==> src/rtl/sr_pkg.sv <==
// Shared definitions for the SR line-buffer write side: bank count, mode bits, FSM encoding.
package sr_pkg;
    localparam int NBANK     = 3;
    localparam int MODE_WIN3 = 0;

    typedef enum logic [1:0] {
        ST_IDLE  = 2'd0,
        ST_WRITE = 2'd1,
        ST_STALL = 2'd2,
        ST_DONE  = 2'd3
    } wr_state_t;

    // Next bank in the ring, wrapping at NBANK-1
    function automatic logic [1:0] bank_next(input logic [1:0] idx);
        return (idx == 2'(NBANK - 1)) ? 2'd0 : idx + 2'd1;
    endfunction
endpackage

==> src/rtl/sr_bank_occ.sv <==
// Up/down count of full line-buffer banks; flags reflect the count after this cycle.
// Underflow is a combinational strobe for a release seen while no bank is full.
module sr_bank_occ
    import sr_pkg::*;
(
    input  logic       i_clk,
    input  logic       i_rst,
    input  logic       i_clr,
    input  logic       i_inc,
    input  logic       i_dec,
    output logic [1:0] o_cnt,
    output logic [1:0] o_cnt_nxt,
    output logic       o_full,
    output logic       o_empty,
    output logic       o_underflow
);
    logic [1:0] r_cnt;
    logic [1:0] w_cnt_nxt;
    logic       w_dec_ok;

    assign w_dec_ok = i_dec & (r_cnt != 2'd0);

    // Coincident increment and decrement cancel out
    always_comb begin
        w_cnt_nxt = r_cnt;
        if (i_clr)
            w_cnt_nxt = 2'd0;
        else if (i_inc & ~w_dec_ok & (r_cnt != 2'(NBANK)))
            w_cnt_nxt = r_cnt + 2'd1;
        else if (w_dec_ok & ~i_inc)
            w_cnt_nxt = r_cnt - 2'd1;
    end

    always_ff @(posedge i_clk) begin
        if (i_rst)
            r_cnt <= 2'd0;
        else
            r_cnt <= w_cnt_nxt;
    end

    assign o_cnt       = r_cnt;
    assign o_cnt_nxt   = w_cnt_nxt;
    assign o_full      = (w_cnt_nxt == 2'(NBANK));
    assign o_empty     = (w_cnt_nxt == 2'd0);
    assign o_underflow = i_dec & (r_cnt == 2'd0);
endmodule

==> src/rtl/sr_wbank_ctrl.sv <==
// Write-side scheduler for the 3-bank SR line buffer: all outputs registered, one cycle after the triggering beat/release.
// Backpressure: wready drops on the row-complete beat that fills the ring or ends the frame; it returns after a release.
module sr_wbank_ctrl
    import sr_pkg::*;
#(
    parameter int CW = 10
) (
    input  logic       SYS_CLK,
    input  logic       SYS_RST,
    input  logic       data_sop_i,
    input  logic       data_vld_i,
    input  logic [5:0] pic_size_i,
    input  logic [3:0] mode_i,
    input  logic       rbank_release_i,
    output logic       wready_o,
    output logic       wbank_update_o,
    output logic [1:0] wbank_idx_o,
    output logic [1:0] bank_full_cnt_o,
    output logic       rwin_vld_o,
    output logic       frame_done_o,
    output logic       err_o
);
    wr_state_t       r_state;
    logic            r_wready;
    logic            r_update;
    logic            r_frame_done;
    logic            r_err;
    logic            r_rwin_vld;
    logic            r_mode_win3;
    logic [1:0]      r_idx;
    logic [5:0]      r_pic_size;
    logic [CW-1:0]   r_beat_cnt;
    logic [CW-1:0]   r_row_cnt;

    logic [CW-1:0]   w_row_len;
    logic            w_acc;
    logic            w_row_done;
    logic            w_last_row;
    logic            w_drop;
    logic            w_win3_nxt;
    logic [1:0]      w_occ_cnt;
    logic [1:0]      w_occ_nxt;
    logic            w_occ_full;
    logic            w_occ_empty;
    logic            w_occ_underflow;
    logic            w_unused_mode;

    assign w_unused_mode = ^{mode_i[3:1], w_occ_nxt};

    // The sop beat itself is never written; gen_waddr restarts on it
    assign w_row_len  = CW'({r_pic_size, 3'b000});
    assign w_acc      = data_vld_i & r_wready & ~data_sop_i;
    assign w_row_done = w_acc & (r_beat_cnt == w_row_len - CW'(1));
    assign w_last_row = (r_row_cnt == CW'(r_pic_size) - CW'(1));
    assign w_drop     = data_vld_i & ~r_wready & ~data_sop_i &
                        ((r_state == ST_WRITE) | (r_state == ST_STALL));
    assign w_win3_nxt = data_sop_i ? mode_i[MODE_WIN3] : r_mode_win3;

    sr_bank_occ u_occ (
        .i_clk       (SYS_CLK),
        .i_rst       (SYS_RST),
        .i_clr       (data_sop_i),
        .i_inc       (w_row_done),
        .i_dec       (rbank_release_i),
        .o_cnt       (w_occ_cnt),
        .o_cnt_nxt   (w_occ_nxt),
        .o_full      (w_occ_full),
        .o_empty     (w_occ_empty),
        .o_underflow (w_occ_underflow)
    );

    always_ff @(posedge SYS_CLK) begin
        if (SYS_RST) begin
            r_state      <= ST_IDLE;
            r_wready     <= 1'b0;
            r_update     <= 1'b0;
            r_frame_done <= 1'b0;
            r_err        <= 1'b0;
            r_rwin_vld   <= 1'b0;
            r_mode_win3  <= 1'b0;
            r_idx        <= 2'd0;
            r_pic_size   <= 6'd0;
            r_beat_cnt   <= '0;
            r_row_cnt    <= '0;
        end else begin
            r_update     <= 1'b0;
            r_frame_done <= 1'b0;
            if (w_occ_underflow | w_drop)
                r_err <= 1'b1;
            r_rwin_vld <= w_win3_nxt ? w_occ_full : ~w_occ_empty;

            if (data_sop_i) begin
                // Frame start or abort: restart the frame from bank 0
                r_pic_size  <= pic_size_i;
                r_mode_win3 <= mode_i[MODE_WIN3];
                r_beat_cnt  <= '0;
                r_row_cnt   <= '0;
                r_idx       <= 2'd0;
                if (pic_size_i == 6'd0) begin
                    r_state  <= ST_DONE;
                    r_wready <= 1'b0;
                end else begin
                    r_state  <= ST_WRITE;
                    r_wready <= 1'b1;
                end
            end else begin
                if (w_acc)
                    r_beat_cnt <= r_beat_cnt + CW'(1);
                if (w_row_done) begin
                    r_beat_cnt <= '0;
                    r_row_cnt  <= r_row_cnt + CW'(1);
                    r_idx      <= bank_next(r_idx);
                    r_update   <= 1'b1;
                end
                case (r_state)
                    ST_IDLE: r_state <= ST_IDLE;
                    ST_WRITE: begin
                        if (w_row_done & w_last_row) begin
                            r_state  <= ST_DONE;
                            r_wready <= 1'b0;
                        end else if (w_row_done & w_occ_full) begin
                            r_state  <= ST_STALL;
                            r_wready <= 1'b0;
                        end
                    end
                    ST_STALL: begin
                        if (~w_occ_full) begin
                            r_state  <= ST_WRITE;
                            r_wready <= 1'b1;
                        end
                    end
                    ST_DONE: begin
                        r_frame_done <= 1'b1;
                        r_state      <= ST_IDLE;
                    end
                    default: r_state <= ST_IDLE;
                endcase
            end
        end
    end

    assign wready_o        = r_wready;
    assign wbank_update_o  = r_update;
    assign wbank_idx_o     = r_idx;
    assign bank_full_cnt_o = w_occ_cnt;
    assign rwin_vld_o      = r_rwin_vld;
    assign frame_done_o    = r_frame_done;
    assign err_o           = r_err;
endmodule

==> config.mk <==
export PLATFORM = sky130hd
export DESIGN_NAME = sr_wbank_ctrl
export DESIGN_NICKNAME = d
export VERILOG_FILES = /design/src/rtl/sr_pkg.sv /design/src/rtl/sr_bank_occ.sv /design/src/rtl/sr_wbank_ctrl.sv
export SDC_FILE = /design/constraint.sdc
export NUM_CORES = 1
export LEC_CHECK = 0
export ABC_AREA = 1
export CAP_MARGIN = 20
export CORE_MARGIN = 10
export CORE_UTILIZATION = 50
export DETAILED_ROUTE_END_ITERATION = 12
export PLACE_DENSITY = 0.71
export SLEW_MARGIN = 20
export SYNTH_ARGS = -nofsm -noshare
export SYNTH_HDL_FRONTEND = slang
export SYNTH_SLANG_ARGS = --single-unit
==> constraint.sdc <==
create_clock -name SYS_CLK -period 6 [get_ports SYS_CLK]
set_input_delay 1.2 -clock SYS_CLK [delete_from_list [all_inputs] [get_ports SYS_CLK]]
set_output_delay 1.2 -clock SYS_CLK [all_outputs]
set_load 0.005 [all_outputs]
==> results of run 1 <==
## registers in the layout (all words and copies together), names as in the netlist, 2 cells and up
register and count:
r_pic_size 6, wbank_idx_o 2, r_state 2, r_beat_cnt 10
u_occ.o_cnt 2, r_row_cnt 10
## final cells by class
cell class              count  area [µm²]
fillers                   428        1760
inverters                  48         180
clock buffers               6        82.6
repair buffers             20         200
multi-input cells         243        1380
well taps                  52        65.1
flip-flops and latches     38         761
clock inverters             2        12.5
## critical path, stage by stage
cell and delay, ns:
sky130_fd_sc_hd__clkdlybuf4s50_1 0.63, sky130_fd_sc_hd__nor2_4 0.32, sky130_fd_sc_hd__nand2_2 0.13, sky130_fd_sc_hd__nor2_8 0.11, sky130_fd_sc_hd__nand2_4 0.07, sky130_fd_sc_hd__nor2_8 0.12, sky130_fd_sc_hd__nand3_4 0.15, sky130_fd_sc_hd__inv_2 0.12
sky130_fd_sc_hd__nand2_2 0.07, sky130_fd_sc_hd__nor2_2 0.13, sky130_fd_sc_hd__nand3_1 0.12, sky130_fd_sc_hd__nor2_1 0.11, sky130_fd_sc_hd__nand2_1 0.07, sky130_fd_sc_hd__o21ai_1 0.12, sky130_fd_sc_hd__a21oi_1 0.05
## power by group through the flow
stage	clock (mW)	sequential, mW	combinational (mW)
final	0.182	0.264	0.0886
after global routing	0.200	0.265	0.100
after CTS	0.191	0.264	0.0887
after detailed placement	0	0.270	0.0882
after global placement	0	0.270	0.0874
after floorplan	0	0.269	0.0646
## per-stage QoR
step	utilization [%]	cells	setup WS [ns]	cell area (µm²)
CTS	60.4	409	2.67	2680
detailed placement	58.2	401	2.35	2590
global placement	58.2	401	2.40	2590
floorplan	-	333	3.31	2340
global route	60.4	409	2.47	2680
finish	60.4	409	2.66	2680
## synthesized netlist by cell type
master,number
sky130_fd_sc_hd__a21oi_1,22
sky130_fd_sc_hd__a21oi_2,1
sky130_fd_sc_hd__a31oi_1,1
sky130_fd_sc_hd__and3_1,1
sky130_fd_sc_hd__clkbuf_1,4
sky130_fd_sc_hd__clkinv_1,1
sky130_fd_sc_hd__dfxtp_1,38
sky130_fd_sc_hd__ha_1,8
sky130_fd_sc_hd__inv_1,44
sky130_fd_sc_hd__inv_2,3
sky130_fd_sc_hd__mux2i_1,1
sky130_fd_sc_hd__nand2_1,58
sky130_fd_sc_hd__nand2_2,12
sky130_fd_sc_hd__nand2_4,3
sky130_fd_sc_hd__nand3_1,35
sky130_fd_sc_hd__nand3_2,6
sky130_fd_sc_hd__nand3_4,1
sky130_fd_sc_hd__nand3b_1,1
sky130_fd_sc_hd__nand4_1,8
sky130_fd_sc_hd__nor2_1,35
sky130_fd_sc_hd__nor2_2,1
sky130_fd_sc_hd__nor2_4,6
sky130_fd_sc_hd__nor2_8,2
sky130_fd_sc_hd__nor3_1,7
sky130_fd_sc_hd__nor4_1,2
sky130_fd_sc_hd__o211ai_1,2
sky130_fd_sc_hd__o21a_1,2
sky130_fd_sc_hd__o21ai_0,15
sky130_fd_sc_hd__o21ai_1,1
sky130_fd_sc_hd__o22a_1,1
sky130_fd_sc_hd__o22ai_1,2
sky130_fd_sc_hd__xnor2_1,2
sky130_fd_sc_hd__xor2_1,7
## cells by family (layout without fill, tap and decap cells)
logic type / count (synthesis) / count (layout) / synth area share (%)
AND/OR/NAND/NOR: 178 / 178 / 40.0
buffers and inverters: 52 / 76 / 8.35
AO/OA/AOI/OAI: 47 / 47 / 11.0
flip-flops: 38 / 38 / 32.5
XOR/XNOR: 9 / 9 / 3.37
adder cells (fa/ha/maj): 8 / 8 / 4.28
multiplexers: 1 / 1 / 0.428
## metal layers
metal | vias up | track usage, %
met5 | - | 0
met4 | 0 | 5.14
met3 | 7 | 3.40
met2 | 36 | 23.0
met1 | 928 | 17.4
li1 | 1141 | -
## worst max-delay path by stage
| stage | from | endpoint | slack [ns] | cells after the start |
|---|---|---|---|---|
| 2_1_floorplan | data_vld_i | r_row_cnt[9] | 3.31 | 15 |
| 3_3_place_gp | data_sop_i | r_row_cnt[9] | 2.40 | 15 |
| 3_5_place_dp | data_sop_i | r_row_cnt[9] | 2.35 | 15 |
| 4_1_cts | data_sop_i | r_row_cnt[9] | 2.67 | 15 |
| 5_1_grt | data_sop_i | r_row_cnt[9] | 2.47 | 15 |
| 6_report | data_sop_i | r_row_cnt[9] | 2.66 | 15 |
==> impl_metrics.csv, run 1 <==
group,metric,value,unit
status,run_status,"finished clean",
global_routing,global_route.overflow_total,0,
sta,rsz_0062_raised_after_global_routing,"no",
clock_network,root_buffer,"sky130_fd_sc_hd__clkbuf_8",
placed_design,io_buffer_count,20,
placed_design,gp_congestion,0.857,
power,comb_power_share,16.6,%
synthesis,ys_types,33,
sta,setup_total_negative_slack,0,ns
worst_setup_path,r2r.worst_path.cells,17,
synthesis,yosys-top-cells-area,"sky130_fd_sc_hd__dfxtp_1 33%, sky130_fd_sc_hd__nand2_1 9.3%, sky130_fd_sc_hd__nand3_1 7.5%, sky130_fd_sc_hd__inv_1 7.1%, sky130_fd_sc_hd__nor2_1 5.6%",
hold_path,min_to,"r_beat_cnt[1]",
global_routing,initial_antenna_violation_count,0,
synthesis,syn-instance-count,333,
layout,layout-drive-gt1-share,12.0,%
synthesis,cell_type_contributing_the_most_total_cell_area_after_synthesis,"sky130_fd_sc_hd__dfxtp_1",
clock_network,tritoncts,"done",
placed_design,dp_hpwl,3930,µm
route,drtIter0Drc,90,
global_routing,first_global_vias,2105,
sta,fmax,299,MHz
power,power.total,0.535,mW
worst_setup_path,worst-endpoint-required,6.18,ns
worst_setup_path,critical_path_source_type,"input pin",
sta,setup_violations,0,
worst_setup_path,regToRegSetupSlack,3.38,ns
sta,final_critical_path_required_period,3.34,ns
flow_run,max_cap_violations,0,
route,number_of_detailed_route_iterations_in_the_first_pass,4,
hold_path,timing.hold.worst.start,"r_beat_cnt[1]",
clock_network,clk_pin_slew,0.07,ns
clock_network,clk-insertion-delay-late,0.29,ns
worst_setup_path,regToRegStartpoint,"r_pic_size[0]",
sta,relSlewSlack,59.3,%
hold_path,hold_path.class,"reg -> reg",
route,wl_met1,2440,µm
power,internal_power,0.384,mW
worst_setup_path,path_max_fanout,11,
clock_network,cts.repair_timing.setup_buffer_count,0,
sta,worst-slew-pin-transition,0.608,ns
route,drt-total-wl,4950,µm
sta,number_of_pins_exceeding_their_max_slew_limit_in_the_final_report,0,
power,power-per-cell-area,199,nW/µm²
layout,layout.cells.most_common_list,"58 x sky130_fd_sc_hd__nand2_1, 44 x sky130_fd_sc_hd__inv_1, 38 x sky130_fd_sc_hd__dfxtp_1, 35 x sky130_fd_sc_hd__nand3_1, 35 x sky130_fd_sc_hd__nor2_1",
global_routing,grt_use_total,14.0,%
route,num_vias,2112,
global_routing,grt_max_degree,16,
synthesis,warning_count_from_the_yosys_run,0,
floorplanning,dieArea,7810,µm²
power,net_switching_power,0.150,mW
power,seqPwrFrac,49.4,%
hold_path,whs_path_depth,2,
global_routing,first_pass_grt_wire_length,8980,µm
layout,insertedDiodeCount,0,
clock_network,cts.path.max_buffers,2,
route,dr_wl_met2,2240,µm
route,routed.top_layer,"met4",
sta,final_hold_viol_count,0,
synthesis,postSynthAreaPerCell,7.02,µm²
synthesis,yosysTopAreaCellShare,32.5,%
floorplanning,core,4440,µm²
route,detail_route.drc_violations,0,
floorplanning,ios,24,
route,via_per_inst,5.16,
worst_setup_path,worst_ep_arrival_time,3.52,ns
power,switching_share,28.1,%
synthesis,synth.ff_latch_count,38,
layout,layout.cells.most_common,"sky130_fd_sc_hd__nand2_1",
synthesis,mappedNetlistArea,2340,µm²
power,vdd_ir_drop_max,0.0964,mV
worst_setup_path,crit_path_end_kind,"flip-flop",
floorplanning,die_width,88.4,µm
route,post_drt_wl_per_cell,12.1,µm
route,final_antenna_net_count,0,
sta,fin_skew,0.00829,ns
clock_network,cts_sinks,38,
sta,timing.final.crit_share,55.7,%
power,power_frac_clock,34.0,%
clock_network,cts_hold_buf,0,
worst_setup_path,regToRegEndpoint,"r_row_cnt[9]",
floorplanning,die_height,88.4,µm
sta,holdWs,0.497,ns
power,leakagePower,1.09,nW
layout,final_net_count,379,
layout,layout-area-overhead-vs-synth,14.8,%
floorplanning,initial_utilization,52.6,%
clock_network,cts_made_buffers,5,
clock_network,post_cts_resize_count,0,
clock_network,htree_num_levels,2,
worst_setup_path,criticalPathCategory,"in -> reg",
route,route.met3.wl,195,µm
synthesis,postSynthNetCount,356,
synthesis,yosysSeqAreaShare,32.5,%
floorplanning,placementRows,24,
Note: power is estimated with default switching activity, not from simulation.
==> run 2: changes to the inputs <==
- clock period: 6 -> 3.3 ns (I/O delays scaled with it)
==> run 2 against run 1 <==
Net effect: final area about the same; sequential power rose by 82%; combinational power increased by 82%; clock power grew 70%; critical endpoint unchanged; highest routed layer unchanged.
==> impl_metrics.csv, run 2 (synthesis gave the netlist of run 1 again) <==
group,metric,value,unit
status,run_status,"finished clean",
layout,insertedDiodeCount,0,
clock_network,clk_pin_slew,0.08,ns
worst_setup_path,criticalPathCategory,"in -> reg",
route,drt-total-wl,4950,µm
global_routing,initial_antenna_violation_count,0,
sta,fin_skew,0.00791,ns
sta,worst-slew-pin-transition,0.427,ns
power,vdd_ir_drop_max,0.236,mV
sta,number_of_pins_exceeding_their_max_slew_limit_in_the_final_report,0,
hold_path,hold_path.class,"reg -> reg",
layout,final_net_count,381,
floorplanning,initial_utilization,52.6,%
floorplanning,dieArea,7810,µm²
clock_network,root_buffer,"sky130_fd_sc_hd__clkbuf_8",
sta,holdWs,0.496,ns
route,final_antenna_net_count,0,
placed_design,post-place-cells,403,
sta,rsz_0062_raised_after_global_routing,"no",
clock_network,post_cts_resize_count,0,
sta,setup_violations,0,
clock_network,tritoncts,"done",
clock_network,cts.repair_timing.setup_buffer_count,0,
layout,layout.cells.most_common,"sky130_fd_sc_hd__nand2_1",
route,num_vias,2142,
placed_design,io_buffer_count,20,
clock_network,htree_num_levels,2,
layout,n_fill_cell,441,
layout,biggestRegsByFlops,"r_beat_cnt: 10 flops, r_row_cnt: 10 flops, r_pic_size: 6 flops",
route,post_drt_wl_per_cell,12.1,µm
clock_network,cts_hold_buf,0,
worst_setup_path,path_max_fanout,7,
placed_design,post_dp_cell_area,2600,µm²
worst_setup_path,worst-endpoint-required,3.49,ns
clock_network,cts_made_buffers,5,
layout,layout.cells.most_common_list,"58 x sky130_fd_sc_hd__nand2_1, 44 x sky130_fd_sc_hd__inv_1, 38 x sky130_fd_sc_hd__dfxtp_1, 35 x sky130_fd_sc_hd__nand3_1, 35 x sky130_fd_sc_hd__nor2_1",
global_routing,first_global_vias,1974,
sta,final_critical_path_required_period,2.60,ns
placed_design,gp_congestion,0.859,
placed_design,dp_hpwl,4030,µm
global_routing,global_route.overflow_total,0,
sta,timing.final.crit_share,78.8,%
worst_setup_path,critical_path_source_type,"input pin",
route,via_per_inst,5.22,
layout,final-instance-count-excl-fill,410,
route,number_of_detailed_route_iterations_in_the_first_pass,4,
sta,setup_total_negative_slack,0,ns
global_routing,first_pass_grt_wire_length,8670,µm
floorplanning,ios,24,
power,power.total,0.950,mW
floorplanning,die_width,88.4,µm
power,leakagePower,1.09,nW
clock_network,cts.path.max_buffers,2,
worst_setup_path,crit_path_end_kind,"flip-flop",
floorplanning,die_height,88.4,µm
layout,layout.cell_area.non_filler,2680,µm²
global_routing,grt_use_total,13.8,%
floorplanning,core,4440,µm²
layout,layout-drive-gt1-share,12.3,%
sta,final_hold_viol_count,0,
sta,fmax,384,MHz
global_routing,grt_max_degree,16,
worst_setup_path,worst_ep_arrival_time,2.79,ns
flow_run,max_cap_violations,0,
power,power-per-cell-area,354,nW/µm²
route,detail_route.drc_violations,0,
clock_network,clk-insertion-delay-late,0.29,ns
sta,relSlewSlack,71.5,%
layout,layout-area-overhead-vs-synth,14.7,%
route,drtIter0Drc,112,
floorplanning,placementRows,24,
clock_network,cts_sinks,38,
-- run 2: power by group --
part | switching, mW | internal (mW)
logic | 0.0969 | 0.0637
registers | 0.0120 | 0.468
clock network | 0.167 | 0.142
total | 0.276 | 0.674
-- run 2: final timing paths --
kind / slack [ns] / cells past startpoint / startpoint / endpoint
worst max-delay path: 0.70 / 16 / data_vld_i / r_row_cnt[9]
worst max register to register: 0.70 / 17 / r_pic_size[0] / r_row_cnt[9]
worst min register to register: 0.50 / 2 / r_row_cnt[9] / r_row_cnt[9]
worst min-delay path: 0.50 / 2 / r_row_cnt[9] / r_row_cnt[9]
-- run 2: final cells by class --
type | count | area [µm²] | area share (%)
Timing Repair Buffer | 22 | 215 | 8.03
Multi-Input combinational cell | 243 | 1380 | 51.5
Clock inverter | 2 | 10.0 | 0.373
Clock buffer | 5 | 68.8 | 2.57
Tap cell | 52 | 65.1 | 2.43
Sequential cell | 38 | 761 | 28.4
Inverter | 48 | 180 | 6.72
-- run 2: critical path, stage by stage --
cell and delay, ns:
sky130_fd_sc_hd__clkdlybuf4s50_1 0.49, sky130_fd_sc_hd__nand2_1 0.09, sky130_fd_sc_hd__nor2_4 0.21, sky130_fd_sc_hd__nand2_2 0.13, sky130_fd_sc_hd__nor2_8 0.11, sky130_fd_sc_hd__nand2_4 0.07, sky130_fd_sc_hd__nor2_8 0.11, sky130_fd_sc_hd__nand3_4 0.14
sky130_fd_sc_hd__inv_2 0.12, sky130_fd_sc_hd__nand2_2 0.07, sky130_fd_sc_hd__nor2_2 0.13, sky130_fd_sc_hd__nand3_1 0.12, sky130_fd_sc_hd__nor2_1 0.11, sky130_fd_sc_hd__nand2_1 0.07, sky130_fd_sc_hd__o21ai_1 0.12, sky130_fd_sc_hd__a21oi_1 0.05
-- run 2: stage by stage --
| stage | util, % | setup WS, ns |
|---|---|---|
| detailed placement | 58.6 | 0.368 |
| global route | 60.3 | 0.491 |
| floorplan | - | 1.08 |
| global placement | 58.6 | 0.386 |
| CTS | 60.3 | 0.684 |
| finish | 60.3 | 0.698 |
-- run 2: routing by layer --
metal	wire (µm)	vias up	share of wire [%]	GRT usage, %
met4	65	0	1.3	4.41
met5	0	-	0	0
met2	2280	34	46	21.7
met1	2380	962	48	17.6
met3	224	7	4.5	4.23
li1	-	1139	-	-
